File: src/rtl/simon_host_pkg.sv
// simon_host_pkg: shared types for the SIMON host driver.
// Word/key sizing matches the SIMON 32/64 core build.
package simon_host_pkg;

  localparam int N = 16;
  localparam int M = 4;

  typedef enum logic [2:0] {
    IDLE,
    KEY_REQ,
    KEY_WAIT,
    DATA_REQ,
    DATA_RUN,
    DATA_ACK
  } state_t;

  typedef struct packed {
    logic [2*N-1:0] block;
    logic [7:0]     info;
    logic [7:0]     count;
  } result_t;

endpackage

File: src/rtl/simon_result_fifo.sv
// simon_result_fifo: synchronous result FIFO, async active-high reset.
// Pointers carry one extra wrap bit so full and empty are distinct.
module simon_result_fifo
  import simon_host_pkg::*;
#(
  parameter int DEPTH = 4
) (
  input  logic    clk,
  input  logic    rst,
  input  logic    push,
  input  logic    pop,
  input  result_t din,
  output result_t dout,
  output logic    full,
  output logic    empty
);

  localparam int AW = $clog2(DEPTH);
  localparam logic [AW:0] ONE = {{AW{1'b0}}, 1'b1};

  result_t    mem_q [DEPTH];
  logic [AW:0] wr_q;
  logic [AW:0] rd_q;
  logic        do_push;
  logic        do_pop;

  assign empty = (wr_q == rd_q);
  assign full  = (wr_q[AW] != rd_q[AW]) &&
                 (wr_q[AW-1:0] == rd_q[AW-1:0]);
  assign dout  = mem_q[rd_q[AW-1:0]];

  assign do_push = push && !full;
  assign do_pop  = pop && !empty;

  always_ff @(posedge clk or posedge rst) begin
    if (rst) begin
      wr_q <= '0;
      rd_q <= '0;
      for (int i = 0; i < DEPTH; i++) mem_q[i] <= '0;
    end else begin
      if (do_push) begin
        mem_q[wr_q[AW-1:0]] <= din;
        wr_q <= wr_q + ONE;
      end
      if (do_pop) rd_q <= rd_q + ONE;
    end
  end

endmodule

File: src/rtl/simon_host_driver.sv
// simon_host_driver: host side of SIMON_control; feeds keys and
// blocks to the core and queues tagged ciphertext downstream.
module simon_host_driver
  import simon_host_pkg::*;
#(
  parameter int FIFO_DEPTH = 4
) (
  input  logic           clk,
  input  logic           R,
  input  logic           key_valid,
  output logic           key_ready,
  input  logic [M*N-1:0] key_in,
  input  logic           in_valid,
  output logic           in_ready,
  input  logic [2*N-1:0] in_block,
  input  logic [7:0]     in_info,
  output logic           out_valid,
  input  logic           out_ready,
  output logic [2*N-1:0] out_block,
  output logic [7:0]     out_info,
  output logic [7:0]     out_count,
  output logic           err,
  output logic           newDATA,
  output logic           newKEY,
  output logic           readDATA,
  output logic [7:0]     infoIN,
  output logic [7:0]     countIN,
  output logic [2*N-1:0] inDATA,
  output logic [M*N-1:0] KEY,
  input  logic           loadDATA,
  input  logic           loadKEY,
  input  logic           doneDATA,
  input  logic           doneKEY,
  input  logic [7:0]     infoOUT,
  input  logic [7:0]     countOUT,
  input  logic [2*N-1:0] outDATA
);

  state_t         state_q, state_d;
  logic [M*N-1:0] key_q, key_d;
  logic [2*N-1:0] data_q, data_d;
  logic [7:0]     info_q, info_d;
  logic [7:0]     cnt_q, cnt_d;
  logic [7:0]     seq_q, seq_d;
  logic           kl_q, kl_d;
  logic           nd_q, nd_d;
  logic           nk_q, nk_d;
  logic           rd_q, rd_d;
  logic           err_q, err_d;
  logic           push, full, empty;
  result_t        din, dout;

  assign din = {outDATA, infoOUT, countOUT};

  simon_result_fifo #(.DEPTH(FIFO_DEPTH)) u_fifo (
    .clk  (clk),
    .rst  (R),
    .push (push),
    .pop  (out_ready),
    .din  (din),
    .dout (dout),
    .full (full),
    .empty(empty)
  );

  // Ready is masked during reset so every output reads 0.
  assign key_ready = (state_q == IDLE) && !R;
  assign in_ready  = (state_q == IDLE) && kl_q
                     && !key_valid && !R;

  assign out_valid = !empty;
  assign out_block = dout.block;
  assign out_info  = dout.info;
  assign out_count = dout.count;
  assign err       = err_q;
  assign newDATA   = nd_q;
  assign newKEY    = nk_q;
  assign readDATA  = rd_q;
  assign infoIN    = info_q;
  assign countIN   = cnt_q;
  assign inDATA    = data_q;
  assign KEY       = key_q;

  always_comb begin
    state_d = state_q;
    key_d   = key_q;
    data_d  = data_q;
    info_d  = info_q;
    cnt_d   = cnt_q;
    seq_d   = seq_q;
    kl_d    = kl_q;
    nd_d    = nd_q;
    nk_d    = nk_q;
    rd_d    = 1'b0;
    err_d   = err_q;
    push    = 1'b0;
    unique case (state_q)
      IDLE: begin
        if (key_valid) begin
          key_d   = key_in;
          kl_d    = 1'b0;
          nk_d    = 1'b1;
          state_d = KEY_REQ;
        end else if (in_valid && kl_q) begin
          data_d  = in_block;
          info_d  = in_info;
          cnt_d   = seq_q;
          nd_d    = 1'b1;
          state_d = DATA_REQ;
        end
      end
      KEY_REQ: begin
        if (loadKEY) begin
          nk_d    = 1'b0;
          state_d = KEY_WAIT;
        end
      end
      KEY_WAIT: begin
        if (doneKEY) begin
          kl_d    = 1'b1;
          state_d = IDLE;
        end
      end
      DATA_REQ: begin
        if (loadDATA) begin
          nd_d    = 1'b0;
          state_d = DATA_RUN;
        end
      end
      DATA_RUN: begin
        // A full FIFO leaves doneDATA pending until space frees.
        if (doneDATA && !full) begin
          push    = 1'b1;
          rd_d    = 1'b1;
          state_d = DATA_ACK;
          if (countOUT != cnt_q) err_d = 1'b1;
        end
      end
      DATA_ACK: begin
        if (!doneDATA) begin
          seq_d   = seq_q + 8'd1;
          state_d = IDLE;
        end
      end
      default: state_d = IDLE;
    endcase
  end

  always_ff @(posedge clk or posedge R) begin
    if (R) begin
      state_q <= IDLE;
      key_q   <= '0;
      data_q  <= '0;
      info_q  <= '0;
      cnt_q   <= '0;
      seq_q   <= '0;
      kl_q    <= 1'b0;
      nd_q    <= 1'b0;
      nk_q    <= 1'b0;
      rd_q    <= 1'b0;
      err_q   <= 1'b0;
    end else begin
      state_q <= state_d;
      key_q   <= key_d;
      data_q  <= data_d;
      info_q  <= info_d;
      cnt_q   <= cnt_d;
      seq_q   <= seq_d;
      kl_q    <= kl_d;
      nd_q    <= nd_d;
      nk_q    <= nk_d;
      rd_q    <= rd_d;
      err_q   <= err_d;
    end
  end

endmodule

File: config.mk
export PLATFORM = sky130hd
export DESIGN_NAME = simon_host_driver
export DESIGN_NICKNAME = d
export VERILOG_FILES = /design/src/rtl/simon_host_pkg.sv /design/src/rtl/simon_result_fifo.sv /design/src/rtl/simon_host_driver.sv
export SDC_FILE = /design/constraint.sdc
export NUM_CORES = 1
export LEC_CHECK = 0
export CAP_MARGIN = 10
export CORE_MARGIN = 4
export CORE_UTILIZATION = 45
export DETAILED_ROUTE_END_ITERATION = 8
export GPL_TIMING_DRIVEN = 0
export HOLD_SLACK_MARGIN = 0.03
export PLACE_DENSITY = 0.79
export SLEW_MARGIN = 10
export SYNTH_ARGS = -nofsm -noshare
export SYNTH_HDL_FRONTEND = slang
export SYNTH_SLANG_ARGS = --single-unit
File: constraint.sdc
create_clock -name clk -period 15 [get_ports clk]
set_clock_uncertainty 0.1 [all_clocks]
set_input_delay 1.5 -clock clk [delete_from_list [all_inputs] [get_ports clk]]
set_output_delay 1.5 -clock clk [all_outputs]
set_load 0.02 [all_outputs]
# Yosys cells after proc, flatten, opt, wreduce, memory -nomap -nowiden
# Cells that the tools add are included.
[totals] inputBits=161 regBits=326 word_cells=105
[classes] n_reduce_logical=26 n_mux=26 magnitude_cmp=3 eq_ne=18 add_sub_neg=3 bitwise=4
[ops] op="192-bit bitwise mux" count=1
[ops] op="48-bit 2-to-1 mux" count=3
[ops] op="48-bit binary-select mux with 2-bit select" count=1
[ops] op="48-bit demux with 2-bit select" count=1
[ops] op="3-bit 2-to-1 mux" count=7
[ops] op="3-bit one-hot mux with 6 select lines" count=1
[ops] op="2-bit != test, second input constant" count=7
[ops] op="3-bit AND reduction" count=4
[ops] op="1-bit logical AND" count=10
[ops] op="1-bit 2-to-1 mux" count=9
[ops] op="8-bit by 1-bit adder with 8-bit output, second input constant" count=1
[ops] op="8-bit != test" count=1
[ops] op="3-bit by 1-bit adder with 3-bit output, second input constant" count=2
[ops] op="3-bit by 2-bit == test with 1-bit output, second input constant" count=2
[ops] op="3-bit == test, second input constant" count=2
[ops] op="3-bit greater-or-equal comparator, second input constant" count=2
[ops] op="2-bit NOT with 3-bit output" count=2
[ops] op="1-bit one-hot mux with 2 select lines" count=3
[ops] op="6-bit AND reduction" count=1
[ops] op="2-bit nonzero test" count=3
[ops] op="1-bit zero test" count=4
[ops] op="2-bit AND reduction" count=2
[ops] op="4-bit AND reduction" count=1
[ops] op="3-bit by 1-bit == test with 1-bit output, second input constant" count=1
[ops] op="other kinds (8)" count=9

# Logic depth before layout (Yosys ltp)
# Gate-level depths: netlist (run 1).
[logic_depth] word_depth=7 depth_mapped=8 mapped_depth_nobuf=4

# By module
# Synthesis (run 1) repeated with hierarchy kept, for this count alone.
[unflattened] cells_unflattened=836 hier_area_um2=13733.2
[modules_own_cells] module="simon_result_fifo" area_per_inst_um2=8704.6 cells_each=512 seq_area_each_um2=4954.8 n_inst=1
[modules_own_cells] module="simon_host_driver" area_per_inst_um2=5028.6 cells_each=324 seq_area_each_um2=3203.1 n_inst=1

# Worst setup path after synthesis (run 1)
# No wires, ideal clock.
[synth_path] path_type="input-to-output" from="input key_valid" to="output in_ready" t_required_ps=13400 path_buffers=0 t_arrival_ps=2483 stages=2 setup_slack_ps=10917 path_cell_list="or4_4 -> nor3b_1"
[synth_via] elab_chain_len=3
[synth_rtl] element="start: declaration" line="simon_host_driver.sv:10" source="input logic key_valid,"
[synth_rtl] element="1-bit zero test" line="simon_host_driver.sv:69" source="&& !key_valid && !R;"
[synth_rtl] element="1-bit logical AND (2 in series)" line="simon_host_driver.sv:69"
[synth_rtl] element="end: declaration" line="simon_host_driver.sv:14" source="output logic in_ready,"
# Every way passes these cells.

# Worst setup path in the final report (run 1)
# Same ends and word-level chain as after synthesis.

==> results of run 1 <==
layout make-up:
cell class                 count  area [um^2]  share of cell area
antenna                        3         7.51            0.000401
buffer                        47          310              0.0166
clock buffer                  56         1090              0.0581
clock inverter                 6         82.6             0.00441
inverter                       6         30.0             0.00160
multi-input combinational    443         5210               0.278
sequential                   326         8160               0.436
tap                          390          488              0.0261
timing repair buffer         330         3360               0.179
metal layers:
layer | share of wire | GRT usage | routed length (um)
met1 | 0.39 | 0.248 | 13400
met2 | 0.50 | 0.352 | 17000
met3 | 0.086 | 0.0765 | 2930
met4 | 0.024 | 0.0540 | 812
met5 | 0.00023 | 0 | 8
kinds of logic (layout without fill, tap and decap cells):
| family | after synthesis | after routing | share of synthesized area |
|---|---|---|---|
| flip-flops | 326 | 326 | 0.596 |
| buffers and inverters | 53 | 445 | 0.0243 |
| other | 0 | 3 | 0 |
| XOR/XNOR | 22 | 22 | 0.0141 |
| adder cells (fa/ha/maj) | 6 | 6 | 0.00548 |
| multiplexers | 355 | 355 | 0.334 |
| AND/OR/NAND/NOR | 47 | 47 | 0.0209 |
| AO/OA/AOI/OAI | 13 | 13 | 0.00603 |
worst paths after layout:
check / startpoint / endpoint / slack [ns] / depth (start not counted)
setup / recovery: key_valid / in_ready / 10.08 / 4
hold / removal: seq_q[7] / seq_q[7] / 0.37 / 1
setup reg to reg: u_fifo.rd_q[0] / u_fifo.mem_q[71] / 12.63 / 7
hold reg to reg: seq_q[7] / seq_q[7] / 0.37 / 1
max in group asynchronous: R / u_fifo.mem_q[40] / 12.27 / 4
min in group asynchronous: R / KEY[5] / 1.38 / 2
power breakdown:
group          total, mW  switching (mW)  internal (mW)
combinational       1.57           0.720          0.850
clock              0.870           0.339          0.531
sequential          1.39           0.173           1.21
critical path, cell delays in order:
cell	delay [ns]
clkdlybuf4s50_1	0.47
or4_4	0.47
nor3b_1	0.20
clkdlybuf4s50_1	0.68
cell usage in the layout, fill, tap and decap left out, drive strengths merged, types with 2 or more instances in the layout:
master	instances
xor2	9
and2	3
diode	3
nand4	2
ha	6
mux2	306
nor3b	2
o21ai	5
bufinv	2
inv	6
a21oi	2
nand2	9
clkinv	3
nand2b	2
nor2	5
dfrtp	326
nor4	2
nand3	11
a21o	2
clkbuf	61
clkdlybuf4s50	327
and3	3
mux4	48
buf	45
xnor2	13
through the flow:
step	util	worst slack (ns)	hold slack (ns)	instance area [um^2]
after floorplan	-	4.37	0.340	13700
after global placement	0.586	0.267	0.361	17500
after detailed placement	0.589	10.09	0.363	17500
after CTS	0.628	10.08	0.373	18700
after global routing	0.628	10.01	0.379	18700
final	0.628	10.08	0.373	18700
registers in the layout (all words and copies together), names as in the netlist:
signal	count
u_fifo.mem_q	192
KEY	64
inDATA	32
countIN	8
infoIN	8
seq_q	8
state_q	3
u_fifo.rd_q	3
u_fifo.wr_q	3
err	1
kl_q	1
newDATA	1
newKEY	1
readDATA	1
==> run_results.csv, run 1 <==
group,metric,value,unit
run_status,outcome,"completed",
grt,grt_pass1_vias,9413,
floorplanning,coreArea,29800,um^2
timing,rsz0062_at_grt,"false",
timing,min_period,4.92,ns
route,num_vias,8427,
grt,grt_overflow,0,
logic_synthesis,synth_seq_cells,326,
route,wl_per_cell,21.3,um
floorplanning,rows,63,
clock_network,clock_latency,0.50,ns
route,first_iter_violations,375,
logic_synthesis,yosys_warnings,0,
logic_synthesis,yosys.cell_types.count,43,
logic_synthesis,synth_most_common_cell,"dfrtp_1",
floorplanning,start_util,0.460,
power_and_ir_drop,total_power,3.83,mW
grt,grt_pass1_wl,54000,um
place,io_buffers,327,
clock_network,cts_tree,"built",
timing,max_slew_margin,0.514,
place,dp_hpwl,24800,um
logic_synthesis,synthCells,822,
logic_synthesis,syn-cell-area,13700,um^2
logic_synthesis,ys_seq_area_frac,0.596,
worst_hold_path,hp-class,"reg2reg",
timing,drv_slew,0,
setup_path,arrival,3.32,ns
layout,stdcell_count,1607,
logic_synthesis,synthTopCellsByArea,"dfrtp_1 (60%), mux2_2 (20%), mux4_2 (7.9%)",
route,wirelength,34200,um
clock_network,cts_setup_buffers,0,
floorplanning,die_w,182,um
clock_network,clk_path_buf_depth,3,
logic_synthesis,netlist_top_cells_count,"dfrtp_1 (326), mux2_2 (246), mux2_1 (51)",
power_and_ir_drop,power_density,204,nW/um^2
timing,setup_tns,0,ns
setup_path,crit_fanout,4,
place,dp.cells,1542,
setup_path,worst_ep_required_time,13.40,ns
clock_network,htree_levels,2,
floorplanning,ios,328,
route,final_antenna_net_count,0,
logic_synthesis,syn_nets,989,
grt,antenna_found_initial,3,
route,drt-vias-per-instance,5.24,
clock_network,postCtsHoldBufs,0,
place,globalplace.congestion,0.797,
timing,finalCritPeriodShare,0.328,
layout,fillCellCount,2251,
layout,area_growth,36.7,%
floorplanning,dieArea,33300,um^2
power_and_ir_drop,p_leak,8.49,nW
timing,hold_violations,0,
grt,grt_usage,0.206,
timing,setup_viol,0,
logic_synthesis,syn_avg_cell_area,16.7,um^2
setup_path,cp-start-kind,"primary input",
grt,grt_max_degree,117,
clock_network,cts_inserted_buffers,37,
setup_path,end_kind,"output pin",
route,drc,0,
logic_synthesis,yosys.area.top_type,"dfrtp_1",
layout,nNetsFinal,1358,
power_and_ir_drop,ir_drop,0.000149,V
layout,final_layout_size_suffix_gt1_frac,0.336,
floorplanning,die_y,182,um
flow_run,maxCapViolCount,0,
logic_synthesis,yosys.area.top_type_share,0.596,
timing,worstMarginPinSlew,0.729,ns
clock_network,cts_num_sinks,326,
logic_synthesis,synthFlopType,"dfrtp_1",
clock_network,ctsResizeCount,0,
clock_network,clk_pin_slew,0.06,ns
timing,max_freq,203,MHz
route,firstDrtPassIters,6,
clock_network,clock-root-buffer,"clkbuf_16",
logic_synthesis,async_flop_share,1.00,
setup_path,worstSetupPathType,"in2out",
logic_synthesis,synth_edf_count,0,
Note: power is estimated with default switching activity, not from simulation.
==> run 2, diff against run 1 <==
==> constraint.sdc (replaced) <==
create_clock -name clk -period 4.6 [get_ports clk]
set_clock_uncertainty 0.1 [all_clocks]
set_input_delay 0.46 -clock clk [delete_from_list [all_inputs] [get_ports clk]]
set_output_delay 0.46 -clock clk [all_outputs]
set_load 0.02 [all_outputs]
==> run_results.csv, run 2 (same netlist as run 1, synthesis figures left out) <==
group,metric,value,unit
run_status,outcome,"completed",
setup_path,cp-start-kind,"flop",
layout,final_layout_size_suffix_gt1_frac,0.340,
layout,multi_input_area,5210,um^2
timing,max_freq,279,MHz
layout,largest-register,"u_fifo.mem_q",
layout,layout_common_cells,"clkdlybuf4s50_1 (327), dfrtp_1 (326), mux2_2 (246)",
power_and_ir_drop,p_leak,8.53,nW
layout,area_growth,37.4,%
route,first_iter_violations,359,
grt,grt_overflow,0,
layout,finalCoreUtilization,0.632,
clock_network,cts_tree,"built",
power_and_ir_drop,power_density,664,nW/um^2
timing,drv_slew,0,
setup_path,worst_ep_required_time,4.04,ns
grt,grt_pass1_wl,53700,um
layout,fillCellCount,2246,
flow_run,maxCapViolCount,0,
floorplanning,rows,63,
setup_path,arrival,3.03,ns
timing,worstMarginPinSlew,0.840,ns
route,wl_per_cell,21.2,um
grt,grt_usage,0.206,
floorplanning,coreArea,29800,um^2
setup_path,crit_fanout,10,
grt,grt_max_degree,40,
layout,nNetsFinal,1364,
setup_path,worstSetupPathType,"reg2out",
setup_path,cp_cell_sequence,"buf_2 > buf_2 > clkbuf_1 > mux4_2 > clkdlybuf4s50_1",
route,final_antenna_net_count,0,
clock_network,postCtsHoldBufs,0,
layout,largest_reg_flops,192,
setup_path,critPathTopFamily,"buffers and inverters",
route,firstDrtPassIters,4,
grt,grt_pass1_vias,9473,
place,pre_cts_slack,1.47,ns
grt,antenna_found_initial,6,
setup_path,cpMaxStageDelayCell,"clkbuf_1",
power_and_ir_drop,ir_drop,0.000488,V
clock_network,htree_levels,2,
route,drc,0,
timing,hold_violations,0,
clock_network,ctsResizeCount,0,
route,num_vias,8468,
route,drt-vias-per-instance,5.24,
layout,register_area,8160,um^2
floorplanning,die_y,182,um
floorplanning,ios,328,
setup_path,critPathBufInv,4,
worst_hold_path,hp-class,"reg2reg",
setup_path,max_stage_delay,0.62,ns
clock_network,clock_latency,0.50,ns
place,dp_hpwl,25000,um
timing,max_slew_margin,0.439,
place,globalplace.congestion,0.805,
timing,min_period,3.59,ns
timing,layout_setup_ws,1.01,ns
clock_network,cts_setup_buffers,0,
timing,finalCritPeriodShare,0.780,
floorplanning,dieArea,33300,um^2
floorplanning,start_util,0.460,
route,wirelength,34300,um
clock_network,clock-root-buffer,"clkbuf_16",
clock_network,clk_pin_slew,0.06,ns
setup_path,path_common_cell,"buf_2",
clock_network,cts_num_sinks,326,
layout,final_common_cell,"clkdlybuf4s50_1",
floorplanning,die_w,182,um
timing,setup_viol,0,
clock_network,clk_path_buf_depth,3,
timing,rsz0062_at_grt,"false",
setup_path,end_kind,"output pin",
place,io_buffers,327,
clock_network,cts_inserted_buffers,37,
run 2: layer usage:
layer,vias up,GRT usage,part of all wire,routed length (um)
li1,3757,-,-,-
met1,4394,0.258,0.40,13700
met2,260,0.343,0.49,16900
met3,57,0.0678,0.079,2720
met4,0,0.0609,0.029,980
met5,-,0,0,0
run 2: final cells by class:
cell class	count	share of cell area
clock inverters	12	0.00785
multi-input cells	443	0.277
flip-flops and latches	326	0.433
plain buffers	47	0.0165
repair buffers	336	0.183
inverters	6	0.00140
well taps	390	0.0259
diodes	7	0.000931
clock buffers	49	0.0537
run 2: where the power goes:
part | switching (mW) | total, mW | leakage (nW) | internal, mW
clock network | 1.14 | 2.85 | 0.565 | 1.71
registers | 0.559 | 4.52 | 4.23 | 3.96
logic | 2.35 | 5.13 | 3.73 | 2.78
total | 4.05 | 12.5 | 8.53 | 8.45
run 2: per-stage QoR:
step	TNS, ns	std cells	hold slack [ns]	total power, mW	cell area [um^2]
after floorplan	-101.30	822	0.340	7.47	13700
after detailed placement	0	1548	0.349	9.73	17600
after CTS	0	1609	0.362	12.6	18800
final	0	1616	0.359	12.5	18800
after global placement	-843.17	1539	0.337	9.60	17500
after global routing	0	1616	0.397	13.2	18800
run 2: worst register-to-register path: cells and delay by family, from the launching register on:
kind	cells	cell delay, ns
multiplexers	1	0.35
flip-flops	1	0.38
AND/OR/NAND/NOR	2	0.45
XOR/XNOR	1	0.22
buffers and inverters	3	0.71
run 2: final timing paths:
check	start	endpoint	slack [ns]	depth (start not counted)
max	u_fifo.rd_q[0]	out_count[6]	1.01	5
min	err	err	0.36	1
max reg2reg	u_fifo.rd_q[1]	u_fifo.mem_q[104]	2.27	7
min reg2reg	err	err	0.36	1
max in group asynchronous	R	u_fifo.mem_q[108]	2.85	5
min in group asynchronous	R	KEY[37]	0.44	2
